<file path="src/rtl/dm_pkg.sv">
// Shared types and constants for the data-memory pipeline stage.
package dm_pkg;

  typedef enum logic [1:0] {
    ST_CLEAR = 2'd0,
    ST_IDLE  = 2'd1,
    ST_WAIT  = 2'd2
  } dm_state_e;

  localparam logic DM_WRITE = 1'b1;
  localparam logic DM_READ  = 1'b0;

  // Width needed to hold 0..n-1, never less than one bit.
  function automatic int unsigned min1_clog2(input int unsigned n);
    return (n <= 1) ? 1 : $clog2(n);
  endfunction

endpackage

</file>
<file path="src/rtl/data_mem_ram.sv">
// Single-port word array: synchronous write, asynchronous read, no reset.
module data_mem_ram #(
  parameter int unsigned DATA_W = 8,
  parameter int unsigned DEPTH  = 256,
  parameter int unsigned IDX_W  = 8
) (
  input  logic              clk,
  input  logic              we,
  input  logic [IDX_W-1:0]  addr,
  input  logic [DATA_W-1:0] wdata,
  output logic [DATA_W-1:0] rdata
);

  logic [DATA_W-1:0] mem [DEPTH];

  always_ff @(posedge clk) begin
    if (we) mem[addr] <= wdata;
  end

  assign rdata = mem[addr];

endmodule

</file>
<file path="src/rtl/data_mem_stage.sv">
// Data-memory pipeline stage: load/store or ALU pass-through with configurable access latency,
// stall handshake and a post-reset hardware clear of the array.
module data_mem_stage
  import dm_pkg::*;
#(
  parameter int unsigned DATA_W   = 8,
  parameter int unsigned ADDR_W   = 8,
  parameter int unsigned DEPTH    = 256,
  parameter int unsigned WAIT_CYC = 0
) (
  input  logic              clk,
  input  logic              reset,
  input  logic [DATA_W-1:0] ans_ex,
  input  logic [DATA_W-1:0] DM_data,
  input  logic              mem_rw_ex,
  input  logic              mem_en_ex,
  input  logic              mem_mux_sel_dm,
  output logic [DATA_W-1:0] ans_dm,
  output logic              dm_busy,
  output logic              dm_valid
);

  localparam int unsigned CNT_W = min1_clog2(WAIT_CYC + 1);
  localparam int unsigned IDX_W = min1_clog2(DEPTH);
  localparam logic [IDX_W-1:0]  PTR_LAST  = IDX_W'(DEPTH - 1);
  localparam logic [ADDR_W:0]   RANGE_LIM = (ADDR_W + 1)'(DEPTH);
  localparam logic [CNT_W-1:0]  CNT_LOAD  = CNT_W'(WAIT_CYC - 1);

  if (ADDR_W > DATA_W) begin : g_bad_addr_w
    $error("data_mem_stage: ADDR_W must not exceed DATA_W");
  end
  if (DEPTH < 1 || 64'(DEPTH) > (64'd1 << ADDR_W)) begin : g_bad_depth
    $error("data_mem_stage: DEPTH must be in 1..2**ADDR_W");
  end

  dm_state_e         state_q, state_d;
  logic [CNT_W-1:0]  cnt_q, cnt_d;
  logic [IDX_W-1:0]  ptr_q, ptr_d;
  logic [DATA_W-1:0] lat_ans_q, lat_ans_d;
  logic [DATA_W-1:0] lat_data_q, lat_data_d;
  logic              lat_rw_q, lat_rw_d;
  logic              lat_sel_q, lat_sel_d;
  logic [DATA_W-1:0] ans_dm_q, ans_dm_d;
  logic              valid_q, valid_d;

  // Access operands: live inputs for a single-cycle access, latched copy while waiting.
  logic              in_wait;
  logic [DATA_W-1:0] acc_ans, acc_data;
  logic              acc_rw, acc_sel;
  logic [ADDR_W-1:0] acc_addr;
  logic              acc_in_range;
  logic [DATA_W-1:0] rd_data, acc_result;
  logic              do_access;

  logic              ram_we;
  logic [IDX_W-1:0]  ram_addr;
  logic [DATA_W-1:0] ram_wdata, ram_rdata;

  assign in_wait      = (state_q == ST_WAIT);
  assign acc_ans      = in_wait ? lat_ans_q  : ans_ex;
  assign acc_data     = in_wait ? lat_data_q : DM_data;
  assign acc_rw       = in_wait ? lat_rw_q   : mem_rw_ex;
  assign acc_sel      = in_wait ? lat_sel_q  : mem_mux_sel_dm;
  assign acc_addr     = acc_ans[ADDR_W-1:0];
  assign acc_in_range = ({1'b0, acc_addr} < RANGE_LIM);
  assign rd_data      = acc_in_range ? ram_rdata : '0;
  assign acc_result   = (acc_rw == DM_READ && acc_sel) ? rd_data : acc_ans;

  assign do_access = (state_q == ST_IDLE && mem_en_ex && WAIT_CYC == 0) ||
                     (in_wait && cnt_q == '0);

  assign ram_we    = (state_q == ST_CLEAR) ||
                     (do_access && acc_rw == DM_WRITE && acc_in_range);
  assign ram_addr  = (state_q == ST_CLEAR) ? ptr_q : acc_addr[IDX_W-1:0];
  assign ram_wdata = (state_q == ST_CLEAR) ? '0 : acc_data;

  data_mem_ram #(
    .DATA_W (DATA_W),
    .DEPTH  (DEPTH),
    .IDX_W  (IDX_W)
  ) u_ram (
    .clk   (clk),
    .we    (ram_we),
    .addr  (ram_addr),
    .wdata (ram_wdata),
    .rdata (ram_rdata)
  );

  always_comb begin
    state_d    = state_q;
    cnt_d      = cnt_q;
    ptr_d      = ptr_q;
    lat_ans_d  = lat_ans_q;
    lat_data_d = lat_data_q;
    lat_rw_d   = lat_rw_q;
    lat_sel_d  = lat_sel_q;
    ans_dm_d   = ans_dm_q;
    valid_d    = 1'b0;
    dm_busy    = 1'b0;

    unique case (state_q)
      ST_CLEAR: begin
        dm_busy = 1'b1;
        ptr_d   = ptr_q + 1'b1;
        if (ptr_q == PTR_LAST) begin
          ptr_d   = '0;
          state_d = ST_IDLE;
        end
      end
      ST_IDLE: begin
        if (!mem_en_ex) begin
          ans_dm_d = ans_ex;
          valid_d  = 1'b1;
        end else if (WAIT_CYC == 0) begin
          ans_dm_d = acc_result;
          valid_d  = 1'b1;
        end else begin
          dm_busy    = 1'b1;
          lat_ans_d  = ans_ex;
          lat_data_d = DM_data;
          lat_rw_d   = mem_rw_ex;
          lat_sel_d  = mem_mux_sel_dm;
          cnt_d      = CNT_LOAD;
          state_d    = ST_WAIT;
        end
      end
      ST_WAIT: begin
        if (cnt_q != '0) begin
          dm_busy = 1'b1;
          cnt_d   = cnt_q - 1'b1;
        end else begin
          ans_dm_d = acc_result;
          valid_d  = 1'b1;
          state_d  = ST_IDLE;
        end
      end
      default: begin
        dm_busy = 1'b1;
        ptr_d   = '0;
        state_d = ST_CLEAR;
      end
    endcase
  end

  always_ff @(posedge clk or negedge reset) begin
    if (!reset) begin
      state_q    <= ST_CLEAR;
      cnt_q      <= '0;
      ptr_q      <= '0;
      lat_ans_q  <= '0;
      lat_data_q <= '0;
      lat_rw_q   <= DM_READ;
      lat_sel_q  <= 1'b0;
      ans_dm_q   <= '0;
      valid_q    <= 1'b0;
    end else begin
      state_q    <= state_d;
      cnt_q      <= cnt_d;
      ptr_q      <= ptr_d;
      lat_ans_q  <= lat_ans_d;
      lat_data_q <= lat_data_d;
      lat_rw_q   <= lat_rw_d;
      lat_sel_q  <= lat_sel_d;
      ans_dm_q   <= ans_dm_d;
      valid_q    <= valid_d;
    end
  end

  assign ans_dm   = ans_dm_q;
  assign dm_valid = valid_q;

endmodule
</file>
<file path="config.mk">
export PLATFORM = sky130hd
export DESIGN_NAME = data_mem_stage
export DESIGN_NICKNAME = d
export VERILOG_FILES = /design/src/rtl/dm_pkg.sv /design/src/rtl/data_mem_ram.sv /design/src/rtl/data_mem_stage.sv
export SDC_FILE = /design/constraint.sdc
export NUM_CORES = 2
export LEC_CHECK = 0
export BUFFER_PORTS_ARGS = -buffer_cell sky130_fd_sc_hd__buf_2
export CELL_PAD_IN_SITES_DETAIL_PLACEMENT = 2
export CELL_PAD_IN_SITES_GLOBAL_PLACEMENT = 2
export CORE_MARGIN = 1.5
export CORE_UTILIZATION = 44
export DETAILED_ROUTE_END_ITERATION = 8
export PLACE_DENSITY_LB_ADDON = 0.1
export SETUP_SLACK_MARGIN = 0.1
export SLEW_MARGIN = 25
export SYNTH_ARGS = -nofsm -noshare
export SYNTH_HDL_FRONTEND = slang
export SYNTH_HIERARCHICAL = 1
export SYNTH_SLANG_ARGS = --single-unit
</file>
<file path="constraint.sdc">
create_clock -name clk -period 14.68 [get_ports clk]
set_input_delay 0 -clock clk [delete_from_list [all_inputs] [get_ports clk]]
set_output_delay 0 -clock clk [all_outputs]
set_load 0.005 [all_outputs]
</file>
==> reports/qor.yml <==
outcome:
  status: "finished, final reports clean"
routing:
  drt-wirelength-per-cell_um: 37.1
  avgViaCountPerCell: 6.14
  drc: 0
  drt_iter0_drc: 3930
  drt-total-wl_um: 234000
  detail-route-antenna-nets: 0
  num_vias: 38800
  dr.pass1.iters: 5
cells_and_area:
  layout_commonest_cell: "edfxtp_1"
  layout-drive-gt1-share_pct: 26.0
  fillers: 15400
  final_util_pct: 50.2
  final_cells: 6309
  area_delta_synth_final_pct: 13.2
  nNetsFinal: 3789
  final_cell_mix: "edfxtp_1 (2,048), mux4_2 (512), a22oi_1 (256)"
yosys:
  syn-cell-area_um2: 79300
  dominantRegCellSynth: "edfxtp_1"
  synth_edf_count: 2048
  synth_top_area_share_pct: 77.5
  ys_warn_count: 6
  async_reset_ff_share_pct: 0.871
  avgSynthCellArea_um2: 21.8
  synth_cells: 3635
  synth-seq-cells: 2066
  ys_types: 37
  synth_area_leaders: "edfxtp_1 (78%), mux4_2 (15%), a22oi_1 (2.4%), nor2_1 (1.1%), a21oi_1 (0.87%)"
  seq_area_frac_synth_pct: 78.1
  yosysTopAreaCell: "edfxtp_1"
  synth_nets: 3657
setup_path:
  worst-path-max-fanout: 72
  cp-end-kind: "flop"
  cp_slowest_cell: "o41ai_1"
  critPathLaunchType: "flop"
  path_delay_family: "buffers and inverters"
  crit_arrival_ns: 7.35
  path_cells: "buf_4, mux2_8, buf_4, buf_4, buf_4, mux4_2, a22oi_1, a21oi_1, o41ai_1, nand4_1, mux2i_1, a21oi_1"
  path_class: "flop to flop"
  worstPathRequired_ns: 15.38
  cpPeakStageDelay_ns: 1.03
  path_common_cell: "buf_4"
  cp_num_buf_inv: 4
sta:
  hold_viol_final: 0
  setup_viol: 0
  rsz0062_at_grt: "false"
  finalClockSkew_ns: 0.0270
  finalCriticalPeriod_ns: 6.65
  max_freq_ghz: 0.150
  drv_slew: 0
  finalCritPeriodShare_pct: 45.3
  setup_tns_ns: 0
  worstMarginPinSlew_ns: 1.15
  slew_headroom_pct: 23.5
floorplan:
  ioPinCount: 31
  die_y_um: 428
  start_util_pct: 44.4
  dieArea_um2: 183000
  die_x_um: 428
  core.rowCount: 155
  core_um2: 179000
hold_path:
  holdCritPathClass: "input port to flop"
placed_design:
  dp_cells: 5883
  gp_congestion: 0.785
  dp_hpwl_um: 139000
  portBuffers: 30
global_route:
  antenna_found_initial: 11
  grt_pass1_wl_um: 331000
  grt_pass1_vias: 42300
  grt_max_degree: 205
  grt.overflow.total: 0
  track_usage_pct: 25.9
power:
  p_seq_share_pct: 54.2
  leakage_nw: 23.0
  pwr-share-clk_pct: 45.7
  p_total_mw: 11.8
  swShare_pct: 20.1
  peakVddDrop_mv: 0.112
  internal-power_mw: 9.41
  p_sw_mw: 2.37
  combPwrFrac_pct: 0.1
  pwr_density_cell_nw_per_um2: 131
clocking:
  clk-insertion-delay-late_ns: 0.87
  cts_inserted_buffers: 214
  cts_tree: "done"
  clock_sinks: 2066
  root_buffer: "clkbuf_16"
  postCtsSetupBuffers: 0
  clkTransAtPathRegs_ns: 0.06
  clock_path_buffers: 3
  htreeDepth: 4
job:
  drv_cap: 0
## final timing paths
check / to / slack (ns) / cells past startpoint / from
max: ans_dm[0] / 8.03 / 12 / state_q[0]
min: u_ram/mem[123][0] / 0.009 / 3 / DM_data[0]
max reg2reg: ans_dm[0] / 8.03 / 12 / state_q[0]
min reg2reg: ptr_q[4] / 0.57 / 1 / ptr_q[4]
max in group asynchronous: state_q[0] / 13.88 / 4 / reset
min in group asynchronous: dm_valid / 0.37 / 4 / reset
## per-layer routing
metal | share of wire [%] | wire length (um) | GRT usage [%] | up-vias
met1 | 41 | 94900 | 34.4 | 21500
met4 | 2.7 | 6400 | 7.60 | 2
met3 | 5.2 | 12100 | 3.90 | 314
met2 | 52 | 121000 | 44.3 | 1277
met5 | 0.0038 | 9 | 0 | -
li1 | - | - | - | 15700
## power by group through the flow
stage          Clock (mW)  Combinational (mW)  Sequential [mW]
4_1_cts              5.49              0.0136             6.38
2_1_floorplan           0             0.00169             6.51
6_report             5.38              0.0139             6.38
5_1_grt              5.67              0.0142             6.38
3_5_place_dp            0              0.0102             6.51
3_3_place_gp            0              0.0104             6.51
## cells in the mapped netlist, types with 6 or more instances
cell	n
a21oi_1	138
a22oi_1	256
and2_1	12
buf_1	19
buf_2	39
buf_4	17
buf_6	16
clkbuf_1	146
dfrtp_1	18
edfxtp_1	2048
mux2_2	8
mux2i_1	8
mux4_2	512
nand2_1	32
nand2b_1	6
nand3_1	16
nand4_1	8
nor2_1	242
nor2b_1	7
nor3_1	31
o41ai_1	32
## sequential cells by signal, summed over array words and instances, names as in the netlist
register	cells
ptr_q	8
state_q	1
u_ram/mem	2048
ans_dm	8
dm_valid	1
## area by class of cell
cell class / count / area [um^2] / share of cell area, %
Antenna cell: 1 / 2.50 / 0.00279
Clock buffer: 269 / 5600 / 6.24
Clock inverter: 133 / 1300 / 1.44
Inverter: 3 / 11.3 / 0.0125
Multi-Input combinational cell: 1329 / 16600 / 18.5
Sequential cell: 2066 / 62000 / 69.0
Tap cell: 2355 / 2950 / 3.28
Timing Repair Buffer: 153 / 1340 / 1.49
## per-stage QoR
step | cell area (um^2) | setup WS [ns] | hold slack, ns
detailed placement | 82500 | 7.98 | 0.00598
global placement | 82200 | 7.29 | 0.00525
floorplan | 79300 | 9.94 | -0.296
finish | 89700 | 8.03 | 0.00856
global route | 89700 | 7.46 | 0.0159
CTS | 89500 | 7.93 | 0.0430
## kinds of logic after synthesis
group,Yosys count,synth area share (%)
AO/OA/AOI/OAI,432,3.70
XOR/XNOR,4,0.0442
adder cells (fa/ha/maj),1,0.0158
buffers and inverters,240,1.43
flip-flops,2066,78.1
multiplexers,528,14.8
AND/OR/NAND/NOR,364,1.94
## timing repair
item                      4_1_cts  5_1_grt
hold buffers                   15        3
hold endpoints to repair      228       83
resized for setup               0        0
## worst min-delay path: stages
cell and delay [ns]:
buf_2 0.10, and2_4 0.15, buf_6 0.28
(Power assumes the default switching activity.)
